**src/rtl/lsu_bus_arbiter.sv**
```systemverilog
// Two-master round-robin arbiter for a single data-memory/peripheral port.
// One transaction in flight, IDLE -> BUSY -> DONE, with a bus watchdog that forces completion.
module lsu_bus_arbiter #(
  parameter int unsigned TIMEOUT_CYCLES = 256,
  parameter logic [31:0] ERR_RDATA      = 32'hDEAD_BEEF
) (
  input  logic        clk,
  input  logic        rst_n,
  // M0: core LSU
  input  logic        m0_rready,
  input  logic        m0_wvalid,
  input  logic [31:0] m0_addr,
  input  logic [31:0] m0_wdata,
  input  logic [3:0]  m0_strb,
  output logic        m0_rvalid,
  output logic        m0_wready,
  output logic [31:0] m0_rdata,
  // M1: debug/DMA
  input  logic        m1_rready,
  input  logic        m1_wvalid,
  input  logic [31:0] m1_addr,
  input  logic [31:0] m1_wdata,
  input  logic [3:0]  m1_strb,
  output logic        m1_rvalid,
  output logic        m1_wready,
  output logic [31:0] m1_rdata,
  // slave port
  output logic        s_rready,
  output logic        s_wvalid,
  output logic [31:0] s_addr,
  output logic [31:0] s_wdata,
  output logic [3:0]  s_strb,
  input  logic        s_rvalid,
  input  logic        s_wready,
  input  logic [31:0] s_rdata,
  output logic        bus_err,
  output logic        grant_id
);

  typedef enum logic [1:0] {
    IDLE = 2'd0,
    BUSY = 2'd1,
    DONE = 2'd2
  } state_t;

  localparam bit          TO_EN   = (TIMEOUT_CYCLES != 0);
  localparam logic [15:0] TO_LAST = TO_EN ? 16'(TIMEOUT_CYCLES - 1) : 16'd0;

  state_t      state;
  state_t      state_nxt;

  logic        last_grant;
  logic        grant_q;
  logic        wr_q;
  logic [31:0] addr_q;
  logic [31:0] wdata_q;
  logic [3:0]  strb_q;
  logic [15:0] to_cnt;

  logic        m0_req;
  logic        m1_req;
  logic        any_req;
  logic        sel;
  logic        sel_wr;
  logic [31:0] sel_addr;
  logic [31:0] sel_wdata;
  logic [3:0]  sel_strb;

  logic        busy;
  logic        rsp_hit;
  logic        to_hit;
  logic        fin;
  logic [31:0] rd_val;

  // arbitration
  always_comb begin
    m0_req    = m0_rready | m0_wvalid;
    m1_req    = m1_rready | m1_wvalid;
    any_req   = m0_req | m1_req;
    sel       = (m0_req & m1_req) ? ~last_grant : m1_req;
    sel_wr    = sel ? m1_wvalid : m0_wvalid;
    sel_addr  = sel ? m1_addr   : m0_addr;
    sel_wdata = sel ? m1_wdata  : m0_wdata;
    sel_strb  = sel ? m1_strb   : m0_strb;
  end

  // completion: a real slave response on the watchdog cycle takes priority
  always_comb begin
    busy    = (state == BUSY);
    rsp_hit = busy & (wr_q ? s_wready : s_rvalid);
    to_hit  = busy & TO_EN & (to_cnt == TO_LAST) & ~rsp_hit;
    fin     = rsp_hit | to_hit;
  end

  always_ff @(posedge clk or negedge rst_n) begin
    if (!rst_n) begin
      state <= IDLE;
    end else begin
      state <= state_nxt;
    end
  end

  always_comb begin
    state_nxt = state;
    case (state)
      IDLE:    if (any_req) state_nxt = BUSY;
      BUSY:    if (fin)     state_nxt = DONE;
      DONE:    state_nxt = IDLE;
      default: state_nxt = IDLE;
    endcase
  end

  always_ff @(posedge clk or negedge rst_n) begin
    if (!rst_n) begin
      last_grant <= 1'b1;
      grant_q    <= 1'b0;
      wr_q       <= 1'b0;
      addr_q     <= '0;
      wdata_q    <= '0;
      strb_q     <= '0;
      to_cnt     <= '0;
    end else if (state == IDLE && any_req) begin
      last_grant <= sel;
      grant_q    <= sel;
      wr_q       <= sel_wr;
      addr_q     <= sel_addr;
      wdata_q    <= sel_wdata;
      strb_q     <= sel_strb;
      to_cnt     <= '0;
    end else if (busy) begin
      to_cnt     <= to_cnt + 16'd1;
    end
  end

  // Completion pulses are gated by the owner's request so a withdrawn request drops its pulse.
  always_comb begin
    s_rready  = busy & ~wr_q;
    s_wvalid  = busy & wr_q;
    s_addr    = addr_q;
    s_wdata   = wdata_q;
    s_strb    = strb_q;
    bus_err   = to_hit;
    grant_id  = grant_q;
    rd_val    = to_hit ? ERR_RDATA : s_rdata;

    m0_rvalid = fin & ~grant_q & ~wr_q & m0_rready;
    m0_wready = fin & ~grant_q &  wr_q & m0_wvalid;
    m1_rvalid = fin &  grant_q & ~wr_q & m1_rready;
    m1_wready = fin &  grant_q &  wr_q & m1_wvalid;
    m0_rdata  = m0_rvalid ? rd_val : '0;
    m1_rdata  = m1_rvalid ? rd_val : '0;
  end

endmodule

```
**config.mk**
```make
export PLATFORM = sky130hd
export DESIGN_NAME = lsu_bus_arbiter
export DESIGN_NICKNAME = d
export VERILOG_FILES = /design/src/rtl/lsu_bus_arbiter.sv
export SDC_FILE = /design/constraint.sdc
export NUM_CORES = 1
export LEC_CHECK = 0
export ABC_AREA = 1
export CAP_MARGIN = 5
export CORE_AREA = 3 3 122 124
export CTS_BUF_LIST = sky130_fd_sc_hd__clkbuf_4 sky130_fd_sc_hd__clkbuf_8
export CTS_CLUSTER_SIZE = 30
export DETAILED_ROUTE_END_ITERATION = 8
export DIE_AREA = 0 0 125 127
export PLACE_DENSITY = 0.78
export SLEW_MARGIN = 30
export SYNTH_ARGS = -nofsm -noshare
export SYNTH_HDL_FRONTEND = slang
export SYNTH_SLANG_ARGS = --single-unit
```
**constraint.sdc**
```tcl
create_clock -name clk -period 3.7 [get_ports clk]
set_clock_uncertainty 0.15 [all_clocks]
set_input_delay 0.925 -clock clk [delete_from_list [all_inputs] [get_ports clk]]
set_output_delay 0.925 -clock clk [all_outputs]
set_load 0.005 [all_outputs]
```
-- Yosys cells after proc, flatten, opt, wreduce, memory -nomap -nowiden
Index checks and enable logic that the tools add are counted.
- $add $sub $neg: 1
- eq/ne operators: 4
- multiplexer cells: 14
- bitwise gates (word level): 24
- reductions and logical operators: 4
- operator list (kind ; count):
    $mux 32 ; 5
    $mux 16 ; 2
    $add 16x1->16 const B ; 1
    $and 1x1->1 ; 16
    $eq 16x8->1 const B ; 1
    $mux 2 ; 2
    $mux 4 ; 1
    $not 1->1 ; 4
    $or 1x1->1 ; 4
    $pmux 2 s2 ; 1
    $mux 1 ; 3
    $eq 2x1->1 const B ; 1
    $logic_not 2->1 ; 1
    $ne 2x1->1 const B ; 1
    $ne 2x2->1 const B ; 1
    $reduce_and 2->1 ; 1
    $reduce_bool 2->1 ; 1
    $logic_and 1x1->1 ; 1
- register bits after elaboration: 89
- input port bits: 176
- output and inout port bits: 140
- word-level logic and storage cells: 55

-- Logic depth before layout (Yosys ltp)
- depth in word-level cells: 9
- gate-level depth with buffers: 9
- mapped depth without buffers: 8

-- Worst setup path after synthesis
Ideal clock, no wire load.
- path type: input to output
- start: in s_wready
- end: out m0_rdata[10]
- arrival: 1657 ps
- required time: 2625 ps
- slack: 968 ps
- stages: 8
- buffers on the path: 1
- path through: nand2_1 > nand2_1 > nand2_1 > nand3_2 > buf_6 > nand2_1 > inv_1 > nor2_1
- longest elaborated chain between the ends: 9
- elaborated cells between the ends (all ways): 10
- those cells by class: mux: 3; bitwise: 7
- ends and longest elaborated chain (element ; line ; RTL):
    from (decl) ; 34 ; input logic s_wready,
    $mux 1 * ; 90 ; rsp_hit = busy & (wr_q ? s_wready : s_rvalid);
    $and 1x1->1 * ; 90 ;
    $not 1->1 ; 91 ; to_hit = busy & TO_EN & (to_cnt == TO_LAST) & ~rsp_hit;
    $and 1x1->1 ; 91 ;
    $or 1x1->1 ; 92 ; fin = rsp_hit | to_hit;
    $and 1x1->1 (3 in a row) ; 146 ; m0_rvalid = fin & ~grant_q & ~wr_q & m0_rready;
    $mux 32 * ; 150 ; m0_rdata = m0_rvalid ? rd_val : '0;
    to (decl) ; 17 ; output logic [31:0] m0_rdata,
Every way passes the cells marked *; elsewhere a longest branch is shown, timed or not.

-- Worst setup path in the final report
- start: in s_wready
- end: out m0_rdata[14]
Same word-level chain as after synthesis.

==> flow_summary.json <==
{
  "outcome": "complete, no violations",
  "coreArea_um2": 13900,
  "clk_pin_slew_ns": 0.09,
  "startpoint_type": "input pin",
  "cpPeakStageDelay_ns": 0.51,
  "viasPerCell": 4.73,
  "highest_layer": "met4",
  "synth_compound_area_share_pct": 16.9,
  "hp-class": "flip-flop to flip-flop",
  "final_cell_mix": "clkdlybuf4s50_1, nor2_1, nand2_1, o21ai_0, dfrtp_1",
  "synth.area.mux_share_pct": 0,
  "synth_edf_count": 0,
  "cts_buffer_depth": 2,
  "place_ws_ns": -0.0325,
  "syn_inst": 704,
  "drt_wl_total_um": 17900,
  "gp_congestion": 0.897,
  "cpMaxStageDelayCell": "clkdlybuf4s50_1",
  "end_kind": "primary output",
  "hold_ws_ns": 0.338,
  "wl_met2_um": 9160,
  "synthXorXnorAreaFrac_pct": 0,
  "antenna_left": 0,
  "synth_ff_type": "dfrtp_1",
  "fmax_mhz": 272,
  "rsz0062_at_grt": "true",
  "path_class": "input pin to primary output",
  "synth-simple-area-share_pct": 27.2,
  "cp.required_ns": 2.62,
  "synthesis.nets": 881,
  "final_common_cell": "clkdlybuf4s50_1",
  "antenna_found_initial": 0,
  "crit_start": "s_wready",
  "setup_viol_count_final": 0,
  "rr_startpoint": "state[1]",
  "period_needed_ns": 3.67,
  "synthDistinctLibCells": 25,
  "hold_viol_final": 0,
  "setup_slack_ns": 0.0276,
  "fp.dieH_um": 127,
  "yosys.area.top_type_share_pct": 44.7,
  "cp_num_buf_inv": 3,
  "start_util_pct": 35.5,
  "cts_buffers": 9,
  "arrival_ns": 2.60,
  "hold_start": "s_addr[2]",
  "crit_fanout": 33,
  "synthAdderAreaFrac_pct": 0.254,
  "grt_first_pass_wirelength_um": 27300,
  "grt_max_degree": 90,
  "num-fill-cells": 1193,
  "yosys_warnings": 0,
  "powerDensity_nw_per_um2": 590,
  "avgSynthCellArea_um2": 7.00,
  "drtIter0Drc": 273,
  "crit_chain": "clkdlybuf4s50_1 > nand2_1 > nand2_1 > nand2_2 > nand3_2 > buf_12 > nand2_2 > nor2_1 > clkdlybuf4s50_1",
  "met3_length_um": 1630,
  "dr.pass1.iters": 4,
  "detailed_place_hpwl_um": 13300,
  "worst_pin_slew_ns": 0.636,
  "maxCapViolCount": 0,
  "cts_sinks": 89,
  "ios": 316,
  "drc": 0,
  "areaGrowthSynthToFinish_pct": 77.6,
  "cts_root_buf": "clkbuf_8",
  "fin_crit_sh_pct": 99.3,
  "synth_area_leaders": "dfrtp_1, o21ai_0, nor2_1",
  "path_delay_family": "buffers and inverters",
  "clkLatencyLatePin_ns": 0.34,
  "drive_gt1_share_pct": 6.20,
  "portBuffers": 315,
  "p_leak_nw": 4.92,
  "die_area_um2": 15900,
  "wl_per_cell_um": 15.0,
  "ys_seq_elements": 89,
  "grt.total_usage_pct": 21.0,
  "vias": 5658,
  "yosysTopAreaCell": "dfrtp_1",
  "grt_pass1_vias": 5376,
  "holdBufCountCts": 0,
  "ys_async_sr_fraction_pct": 100,
  "drv_slew": 0,
  "rows": 43,
  "grt_overflow_total": 0,
  "num_antenna_cells": 0,
  "nets": 1188,
  "yosysSeqAreaShare_pct": 45.2,
  "synth_area_um2": 4930,
  "htreeDepth": 3,
  "synth_top_family_by_area": "simple AND/OR/NAND/NOR gates",
  "cts_tree": "done",
  "wirelength_met1_um": 6720,
  "slew_headroom_pct": 57.6,
  "die_w_um": 125,
  "ir_drop_v": 0.000441
}
==> worst register-to-register path, cell delays in order (launching register included) <==
cell and delay [ns]:
dfrtp_1 0.41, nor2_1 0.14, nand2_2 0.11, inv_2 0.41, buf_4 0.36, o21ai_0 0.13, o21ai_0 0.19
==> area by class of cell <==
| cell class | instances | area [um^2] | share of cell area, % |
|---|---|---|---|
| timing repair buffer | 336 | 3560 | 40.6 |
| sequential | 89 | 2230 | 25.4 |
| multi-input combinational | 498 | 2220 | 25.3 |
| inverter | 77 | 289 | 3.30 |
| tap | 180 | 225 | 2.57 |
| clock buffer | 11 | 151 | 1.73 |
| clock inverter | 5 | 85.1 | 0.972 |
==> per-stage QoR <==
step / util, % / TNS (ns) / area [um^2] / total power, W / cells
floorplan: - / 0 / 4930 / 0.00287 / 704
detailed placement: 59.6 / -0.112 / 8270 / 0.00443 / 1174
global placement: 59.6 / -0.0479 / 8270 / 0.00437 / 1174
global route: 63.1 / -0.278 / 8760 / 0.00557 / 1196
CTS: 61.3 / 0 / 8510 / 0.00522 / 1190
finish: 63.1 / 0 / 8760 / 0.00517 / 1196
==> logic make-up after synthesis <==
family,after synthesis
buffers and inverters,117
AND/OR/NAND/NOR,332
AO/OA/AOI/OAI,165
adder cells (fa/ha/maj),1
flip-flops,89
==> final timing paths <==
path                                      to  slack [ns]  cells past startpoint
max in group asynchronous        s_wdata[13]        2.55                      2
worst max register to register   s_wdata[26]        1.73                      6
worst min-delay path               s_addr[2]        0.34                      2
worst min register to register     s_addr[2]        0.34                      2
worst max-delay path            m0_rdata[14]        0.03                      9
min in group asynchronous          s_addr[0]        0.46                      2
==> flip-flops by register name, summed over array words and instances, names as in the netlist <==
name        count
s_addr         32
s_wdata        32
s_strb          4
state           2
grant_id        1
last_grant      1
to_cnt         16
wr_q            1
==> what timing repair did <==
item / 4_1_cts / 5_1_grt
gates cloned: 0 / 2
gates resized for setup: 3 / 67
buffers inserted: 0 / 4
endpoints found under the setup margin: 8 / 57
==> synthesized netlist by cell type (2+ instances only) <==
master,n
a21oi_1,6
buf_2,3
buf_6,10
clkbuf_1,27
dfrtp_1,88
inv_1,75
inv_2,2
nand2_1,145
nand3_1,14
nand3_2,3
nand3_4,2
nand4_1,2
nor2_1,160
nor2_2,2
o21ai_0,134
o21ai_1,22
==> routing by layer <==
metal / up-vias / GRT usage, %
li1: 2820 / -
met1: 2560 / 23.5
met4: 0 / 5.68
met5: - / 0
met3: 21 / 6.90
met2: 257 / 38.5
==> report_power, final <==
group / internal [W] / total [W] / switching (W)
registers: 0.00142 / 0.00167 / 0.000246
logic: 0.00136 / 0.00272 / 0.00136
clock network: 0.000421 / 0.000773 / 0.000352
Note: power is estimated with default switching activity, not from simulation.
